`src/rtl/asm_term_counter.sv`:
```
`timescale 1ns/1ps
`default_nettype none
//==============================================================================
// Module   : asm_term_counter
// Brief    : Three-state ASM count controller (IDLE/ARM/COUNT). Counts
//            qualified x events by STEP from 0 up to a run-time terminal
//            value captured at start, then raises a sticky flag g and a
//            one-cycle done pulse. Supports synchronous abort and busy status.
// Revision : 1.0 - initial parametrised release
//==============================================================================
module asm_term_counter #(
  parameter int WIDTH = 4,
  parameter int STEP  = 1
) (
  input  logic             clk,
  input  logic             rst,
  input  logic             s,
  input  logic             abort,
  input  logic             x,
  input  logic [WIDTH-1:0] term,
  output logic [WIDTH-1:0] q,
  output logic             g,
  output logic             done,
  output logic             busy,
  output logic [1:0]       state
);

  // Encoding is visible on the state port; 2'b11 is unused and recovers to IDLE.
  typedef enum logic [1:0] {
    ST_IDLE  = 2'b00,
    ST_ARM   = 2'b01,
    ST_COUNT = 2'b10
  } state_t;

  // Increment reduced modulo 2^WIDTH so any STEP value wraps naturally.
  localparam logic [WIDTH-1:0] C_STEP = WIDTH'(STEP);

  state_t           r_state;
  state_t           w_state_nxt;
  logic [WIDTH-1:0] r_q;
  logic [WIDTH-1:0] w_q_nxt;
  logic [WIDTH-1:0] r_term_q;
  logic [WIDTH-1:0] w_term_nxt;
  logic             r_g;
  logic             w_g_nxt;
  logic             r_done;
  logic             w_done_nxt;
  logic             w_z;

  // Terminal match compares against the captured value, never the live input.
  assign w_z = (r_q == r_term_q);

  // Next-state, datapath and completion decode; everything holds by default.
  always_comb begin
    w_state_nxt = r_state;
    w_q_nxt     = r_q;
    w_term_nxt  = r_term_q;
    w_g_nxt     = r_g;
    w_done_nxt  = 1'b0;
    case (r_state)
      ST_IDLE: begin
        // Abort beats a simultaneous start request.
        if (s && !abort) begin
          w_q_nxt     = '0;
          w_g_nxt     = 1'b0;
          w_term_nxt  = term;
          w_state_nxt = ST_ARM;
        end
      end
      ST_ARM: begin
        if (abort) begin
          w_state_nxt = ST_IDLE;
        end else if (x) begin
          w_q_nxt     = r_q + C_STEP;
          w_state_nxt = ST_COUNT;
        end
      end
      ST_COUNT: begin
        // Abort outranks completion, which outranks a further increment.
        if (abort) begin
          w_state_nxt = ST_IDLE;
        end else if (w_z) begin
          w_g_nxt     = 1'b1;
          w_done_nxt  = 1'b1;
          w_state_nxt = ST_IDLE;
        end else if (x) begin
          w_q_nxt     = r_q + C_STEP;
        end else begin
          w_state_nxt = ST_ARM;
        end
      end
      default: begin
        // Unused encoding: return to IDLE with q and g untouched.
        w_state_nxt = ST_IDLE;
      end
    endcase
  end

  // State and datapath registers; reset acts immediately, without a clock.
  always_ff @(posedge clk or posedge rst) begin
    if (rst) begin
      r_state  <= ST_IDLE;
      r_q      <= '0;
      r_term_q <= '0;
      r_g      <= 1'b0;
      r_done   <= 1'b0;
    end else begin
      r_state  <= w_state_nxt;
      r_q      <= w_q_nxt;
      r_term_q <= w_term_nxt;
      r_g      <= w_g_nxt;
      r_done   <= w_done_nxt;
    end
  end

  assign q     = r_q;
  assign g     = r_g;
  assign done  = r_done;
  assign busy  = (r_state != ST_IDLE);
  assign state = r_state;

endmodule
`default_nettype wire

```
`config.mk`:
```
export PLATFORM = sky130hd
export DESIGN_NAME = asm_term_counter
export DESIGN_NICKNAME = d
export VERILOG_FILES = /design/src/rtl/asm_term_counter.sv
export SDC_FILE = /design/constraint.sdc
export NUM_CORES = 1
export LEC_CHECK = 0
export CORE_UTILIZATION = 50
export CTS_CLUSTER_SIZE = 14
export DETAILED_ROUTE_END_ITERATION = 8
export GPL_TIMING_DRIVEN = 0
export PLACE_DENSITY = 0.81
export SKIP_LAST_GASP = 1
export SYNTH_ARGS = -nofsm -noshare
export SYNTH_HDL_FRONTEND = slang
export SYNTH_SLANG_ARGS = --single-unit
```
`constraint.sdc`:
```
create_clock -name clk -period 4.1 [get_ports clk]
set_input_delay 0.82 -clock clk [delete_from_list [all_inputs] [get_ports clk]]
set_output_delay 0.82 -clock clk [all_outputs]
set_load 0.005 [all_outputs]
```
* Word level (Yosys, flattened, before mapping) *
Index checks and enable logic that the tools add are counted.
Widths: inputs -> output; s select.

word-level totals
  register bits after elaboration = 12
  output and inout bits = 9

operators by class
  add/sub/neg operators = 1
  equality and inequality tests = 10
  muxes and demuxes = 20
  reductions and logical operators = 10

operators with widths
  kind                 number
  $mux 4               5
  $mux 2               6
  $pmux 4 s3           1
  $ne 2x2->1 const B   5
  $mux 1               6
  $pmux 2 s3           1
  $reduce_and 5->1     1
  $add 4x1->4 const B  1
  $eq 4x4->1           1
  $ne 4x4->1 const B   1
  $reduce_and 4->1     1
  $reduce_bool 2->1    2
  $ne 3x3->1 const B   1
  $reduce_and 3->1     1
  $reduce_bool 3->1    1
  $eq 2x1->1 const B   1
  $eq 2x2->1 const B   1
  $logic_not 2->1      1
  $pmux 1 s2           1
  $reduce_and 2->1     1
  $logic_and 1x1->1    1
  $logic_not 1->1      1

* Logic depth before layout (Yosys ltp) *
Gate-level depths: netlist of the first run.

  depth in word-level cells = 5
  gate-level depth with buffers = 6
  depth with buffers taken out = 6

* Worst setup path after synthesis of the first run *
OpenSTA, ideal clock, no wires.

  path kind = reg2reg
  start point = reg r_state[0] (netlist: state[0])
  end point = reg r_q[3] (netlist: q[3])
  setup time = 122 ps
  arrival = 1702 ps
  path slack = 2277 ps
  cell stages (with the launch flop) = 7
  period minus slack after synthesis = 1823 ps
  path through = dfrtp_1 inv_1 ha_1 nor2b_1 a2111oi_4 o211ai_1 a32o_1

between the ends
  longest elaborated chain between the ends = 3
  elaborated cells between the ends (all ways) = 10
  classes of those cells = eq/ne (6); mux (1); reduce/logical (3)

RTL lines
  what                                                              RTL line  RTL
  start: declaration                                                38        state_t r_state;
  start signal: assignment                                          108       r_state <= w_state_nxt;
  $eq 2x2->1 (tied with other cells)                                60        case (r_state)
  $ne 2x2->1 (no source line) or $reduce_bool 3->1 (tied branches)  --
  $reduce_and 5->1 (no source line)                                 --
  end signal: assignment                                            109       r_q <= w_q_nxt;
  end: declaration                                                  40        logic [WIDTH-1:0] r_q;

Parallel ways exist; a longest one is shown, timed or not.
A chain may end at the register's enable or synchronous reset.

* Worst setup path after layout of the first run *
  start point = reg r_state[0] (netlist: state[0])
  end point = out busy

between the ends
  longest elaborated chain between the ends = 1

RTL lines
  what               RTL line  RTL
  $reduce_bool 2->1  119       assign busy = (r_state != ST_IDLE);
  end: declaration   24        output logic busy,

No other way between the ends.

==> flow_metrics.py, run 1 <==
metrics = {
    "floorplan": {
        "fp.dieW_um": 40.3,
        "dieArea_um2": 1620,
        "core_area_um2": 1330,
        "num_rows": 13,
        "initial_core_util_pct": 55.0,
        "die_y_um": 40.3,
        "io_pins": 18,
    },
    "route": {
        "wl_um": 1430,
        "final_antenna_net_count": 0,
        "drt-initial-drc-count": 28,
        "post-route-drc-count": 0,
        "drt-wirelength-per-cell_um": 14.1,
        "via_count": 558,
        "vias_per_cell": 5.47,
        "drt-pass1-iter-count": 4,
    },
    "setup_path": {
        "r2r-start": "state[0]",
        "startpoint_type": "flop",
        "r2r_end": "q[1]",
        "critPathRequiredTime_ns": 3.28,
        "cp-startpoint": "state[0]",
        "cp_max_fo": 5,
        "setup.worst_path.end_class": "primary output",
        "rrSetupSlack_ns": 2.08,
        "endpoint": "busy",
        "criticalPathCategory": "reg2out",
        "cp_data_arrival_time_ns": 1.68,
        "r2r_cells": 6,
    },
    "run": {
        "maxCapViolCount": 0,
    },
    "clocking": {
        "holdBufCountCts": 0,
        "cts_resized": 0,
        "post_cts_buffers": 0,
        "clk_path_buf_depth": 2,
        "numCtsBuffers": 3,
        "cts_tree": "yes",
        "root_buffer": "clkbuf_4",
        "cts_num_sinks": 12,
        "h-tree-depth": 1,
        "clk_pin_slew_ns": 0.07,
        "insertion_delay_ns": 0.27,
    },
    "placement": {
        "portBuffers": 17,
        "gp_congestion": 0.777,
        "dpl_worst_slack_ns": 1.66,
        "hpwl_um": 1160,
    },
    "sta": {
        "setup_viol": 0,
        "fin_crit_sh_pct": 60.9,
        "holdWs_ns": 0.535,
        "maxSlewViolCount": 0,
        "tightest_slew_ns": 0.446,
        "max_freq_mhz": 400,
        "fin_crit_ns": 2.50,
        "max_slew_margin_pct": 70.3,
        "final-hold-violation-count": 0,
        "rsz0062_at_grt": "false",
        "layout_setup_ws_ns": 1.60,
        "skew_ns": 0.00543,
        "fin_setup_tns_ns": 0,
    },
    "synthesis": {
        "synth_fp_nets": 81,
        "netlist_area_um2": 733,
        "synthCells": 66,
        "syn_avg_cell_area_um2": 11.1,
        "synthDistinctLibCells": 25,
        "seq_area_frac_synth_pct": 41.0,
        "synth.ff_latch_count": 12,
        "synth_warnings": 0,
    },
    "final_layout": {
        "num_antenna_cells": 0,
        "fin_nets": 103,
        "layout-drive-gt1-share_pct": 12.6,
        "mostFrequentLayoutCell": "clkdlybuf4s50_1",
        "area_delta_synth_final_pct": 30.7,
        "final_cell_mix": "clkdlybuf4s50_1, dfrtp_1, inv_1",
    },
    "power_and_ir_drop": {
        "irDropWorstVdd_uv": 386,
        "power_density_nw_per_um2": 669,
        "power.leakage_nw": 0.417,
    },
    "grt": {
        "grt_pass1_vias": 480,
        "grt.total_usage_pct": 21.3,
        "grt_pass1_wl_um": 2180,
        "grt_max_degree": 13,
        "grt_antenna_before_repair": 0,
        "grt_overflow": 0,
    },
    "status": {
        "status": "finished, final reports clean",
    },
    "worst_hold_path": {
        "hold_depth": 1,
        "min_from": "r_term_q[3]",
        "min_path_type": "reg2reg",
    },
}
-- stage by stage --
step / utilization (%) / power [mW] / area [um^2] / cells
2_1_floorplan: - / 0.436 / 733 / 66
3_3_place_gp: 69.1 / 0.538 / 922 / 98
3_5_place_dp: 69.1 / 0.553 / 922 / 98
4_1_cts: 71.9 / 0.646 / 958 / 102
5_1_grt: 71.9 / 0.688 / 958 / 102
6_report: 71.9 / 0.641 / 958 / 102
-- sequential cells by signal (all words and copies together) (netlist names) --
register and cells:
r_term_q 4, done 1, state 2, q 4, g 1
-- worst max-delay path: stages (launching register included) --
cell and delay [ns]:
dfrtp_1 0.42, inv_1 0.10, ha_1 0.30, inv_1 0.10, clkdlybuf4s50_1 0.50
-- final cells by class --
type | count | area, um^2
Inverter | 8 | 30.0
Timing Repair Buffer | 17 | 170
Sequential cell | 12 | 300
Multi-Input combinational cell | 46 | 403
Clock buffer | 4 | 36.3
Tap cell | 15 | 18.8
Fill cell | 108 | 375
-- power breakdown --
part           internal [mW]  total, mW  leakage (nW)  switching (mW)
logic                  0.184      0.343         0.242           0.159
registers              0.162      0.207         0.154          0.0455
clock network         0.0540     0.0912        0.0210          0.0372
total                  0.400      0.641         0.417           0.241
-- worst min-delay path by stage --
stage               slack (ns)           to
CTS                       0.54  r_term_q[3]
floorplan                 0.50  r_term_q[0]
global placement          0.51  r_term_q[1]
finish                    0.54  r_term_q[3]
detailed placement        0.52  r_term_q[3]
global route              0.55  r_term_q[3]
-- cells by family after synthesis --
group	count (synthesis)	share of synthesized area [%]
flops	12	41.0
fa+ha+maj	6	10.2
buf+inv	8	4.10
mux	8	11.6
xor+xnor	4	4.78
compound gates	13	17.2
simple gates	15	11.1
-- per-layer routing --
metal	vias to the layer above	GRT usage [%]	routed length (um)
met5	-	0	0
met1	266	28.9	666
met3	2	8.33	72
met2	14	31.9	682
met4	0	5.00	12
li1	276	-	-
-- synthesized netlist by cell type, drive strengths merged --
master | instances | area share (%)
a32o | 1 | 1.4
o21ai | 1 | 0.68
nand2b | 4 | 4.4
nand2 | 3 | 1.5
xnor2 | 4 | 4.8
inv | 8 | 4.1
o2bb2ai | 1 | 1.2
o21a | 2 | 2.2
nor2b | 1 | 0.85
a2bb2oi | 1 | 1.2
nand3 | 2 | 1.4
mux2i | 4 | 5.5
nand4 | 1 | 0.85
ha | 6 | 10
o221ai | 1 | 1.2
mux2 | 4 | 6.1
a221o | 1 | 1.4
a41oi | 1 | 1.2
o21bai | 1 | 1.0
nor2 | 4 | 2.0
dfrtp | 12 | 41
a2111oi | 1 | 3.8
o211ai | 2 | 2.0
(Power assumes the default switching activity.)
==> run 2: changes to the inputs <==
CORE_UTILIZATION = 42   (was 50)
PLACE_DENSITY = 0.72   (was 0.81)
clock period = 2.15 ns   (was 4.1 ns; I/O delays follow)
==> run 2 against run 1 <==
The run now ends with design-rule violations left. Register-to-register slack worse by 1.9 ns. First-iteration DRC count down 64%. Non-clock buffer count unchanged. Design area grew 0.65%. Core utilization decreased by 11 points. Sequential share of layout area up 0.056 points. Power rose by 93%. Combinational power up 92%.
==> flow_metrics.py, run 2 (synthesis gave the netlist of run 1 again) <==
metrics = {
    "sta": {
        "maxSlewViolCount": 0,
        "setup_viol": 0,
        "final-hold-violation-count": 0,
        "fin_crit_sh_pct": 93.6,
        "fin_crit_ns": 2.01,
        "max_slew_margin_pct": 71.4,
        "skew_ns": 0.00109,
        "max_freq_mhz": 497,
        "fin_setup_tns_ns": 0,
        "tightest_slew_ns": 0.429,
        "rsz0062_at_grt": "false",
    },
    "clocking": {
        "post_cts_buffers": 0,
        "cts_resized": 0,
        "cts_num_sinks": 12,
        "cts_tree": "yes",
        "numCtsBuffers": 3,
        "holdBufCountCts": 0,
        "insertion_delay_ns": 0.27,
        "h-tree-depth": 1,
        "clk_path_buf_depth": 2,
        "root_buffer": "clkbuf_4",
        "clk_pin_slew_ns": 0.07,
    },
    "route": {
        "vias_per_cell": 5.53,
        "drt-pass1-iter-count": 7,
        "final_antenna_net_count": 0,
        "wl_um": 1400,
        "post-route-drc-count": 2,
        "via_count": 570,
        "drt-wirelength-per-cell_um": 13.6,
        "drt-initial-drc-count": 10,
    },
    "setup_path": {
        "cp_data_arrival_time_ns": 1.58,
        "cp_max_fo": 5,
        "critPathRequiredTime_ns": 1.72,
        "criticalPathCategory": "reg2out",
        "r2r-start": "state[1]",
        "startpoint_type": "flop",
        "setup.worst_path.end_class": "primary output",
        "r2r_end": "q[3]",
        "rrSetupSlack_ns": 0.20,
        "r2r_cells": 6,
    },
    "grt": {
        "grt_antenna_before_repair": 0,
        "grt_pass1_wl_um": 2220,
        "grt_pass1_vias": 516,
        "grt.total_usage_pct": 16.5,
        "grt_max_degree": 13,
        "grt_overflow": 0,
    },
    "placement": {
        "dp_cells": 99,
        "hpwl_um": 1130,
        "gp_congestion": 0.777,
        "post_dp_cell_area_um2": 923,
        "portBuffers": 17,
    },
    "floorplan": {
        "dieArea_um2": 1920,
        "initial_core_util_pct": 46.5,
        "core_area_um2": 1580,
        "num_rows": 14,
        "io_pins": 18,
        "die_y_um": 43.8,
        "fp.dieW_um": 43.8,
    },
    "final_layout": {
        "area_delta_synth_final_pct": 31.6,
        "num_antenna_cells": 0,
        "n_fill_cell": 139,
        "post-route-util_pct": 61.2,
        "layoutNonFillerInstCount": 103,
        "stdcell_area_um2": 965,
        "layout-drive-gt1-share_pct": 16.1,
        "fin_nets": 103,
        "final_cell_mix": "clkdlybuf4s50_1, dfrtp_1, inv_1",
        "mostFrequentLayoutCell": "clkdlybuf4s50_1",
    },
    "worst_hold_path": {
        "min_path_type": "in2async",
    },
    "power_and_ir_drop": {
        "power.leakage_nw": 0.414,
        "irDropWorstVdd_uv": 649,
        "power_density_nw_per_um2": 1280,
    },
    "status": {
        "violations": "design-rule violations",
        "status": "finished with violations",
    },
    "run": {
        "maxCapViolCount": 0,
    },
}
==> run 2: metrics by stage <==
stage	hold WS, ns	total power [mW]	setup slack (ns)
detailed placement	0.520	1.05	0.140
floorplan	0.295	0.831	0.327
CTS	0.465	1.23	0.0149
finish	0.449	1.24	0.138
global placement	0.511	1.03	0.148
global route	0.502	1.32	0.0341
==> run 2: worst max-delay path by stage <==
stage,startpoint,to,slack [ns],cells past startpoint
floorplan,state[0],q[3],0.33,6
global placement,abort,q[1],0.15,5
detailed placement,abort,q[3],0.14,5
CTS,state[0],busy,0.01,4
global route,state[0],busy,0.03,4
finish,state[1],busy,0.14,4
==> run 2: cell type report <==
class                           count  area [um^2]  area share, %
Tap cell                           16         20.0           2.08
Timing Repair Buffer               17          170           17.6
Clock buffer                        4         36.3           3.76
Sequential cell                    12          303           31.4
Multi-Input combinational cell     46          405           42.0
Inverter                            8         30.0           3.11
==> run 2: power breakdown <==
group	internal (mW)	switching (mW)
Clock	0.103	0.0712
Combinational	0.360	0.300
Sequential	0.311	0.0905
Total	0.774	0.462
==> run 2: metal layers <==
layer	vias up	routed length, um	share of wire (%)	global-route usage (%)
li1	276	-	-	-
met1	276	645	46	20.5
met2	14	675	48	26.3
met3	4	62	4.4	7.50
met4	0	16	1.1	3.75
met5	-	0	0	0
==> run 2: worst max-delay path: stages (launching register included) <==
cell and delay, ns:
dfrtp_2 0.44, inv_1 0.11, ha_2 0.25, inv_1 0.07, clkdlybuf4s50_1 0.44
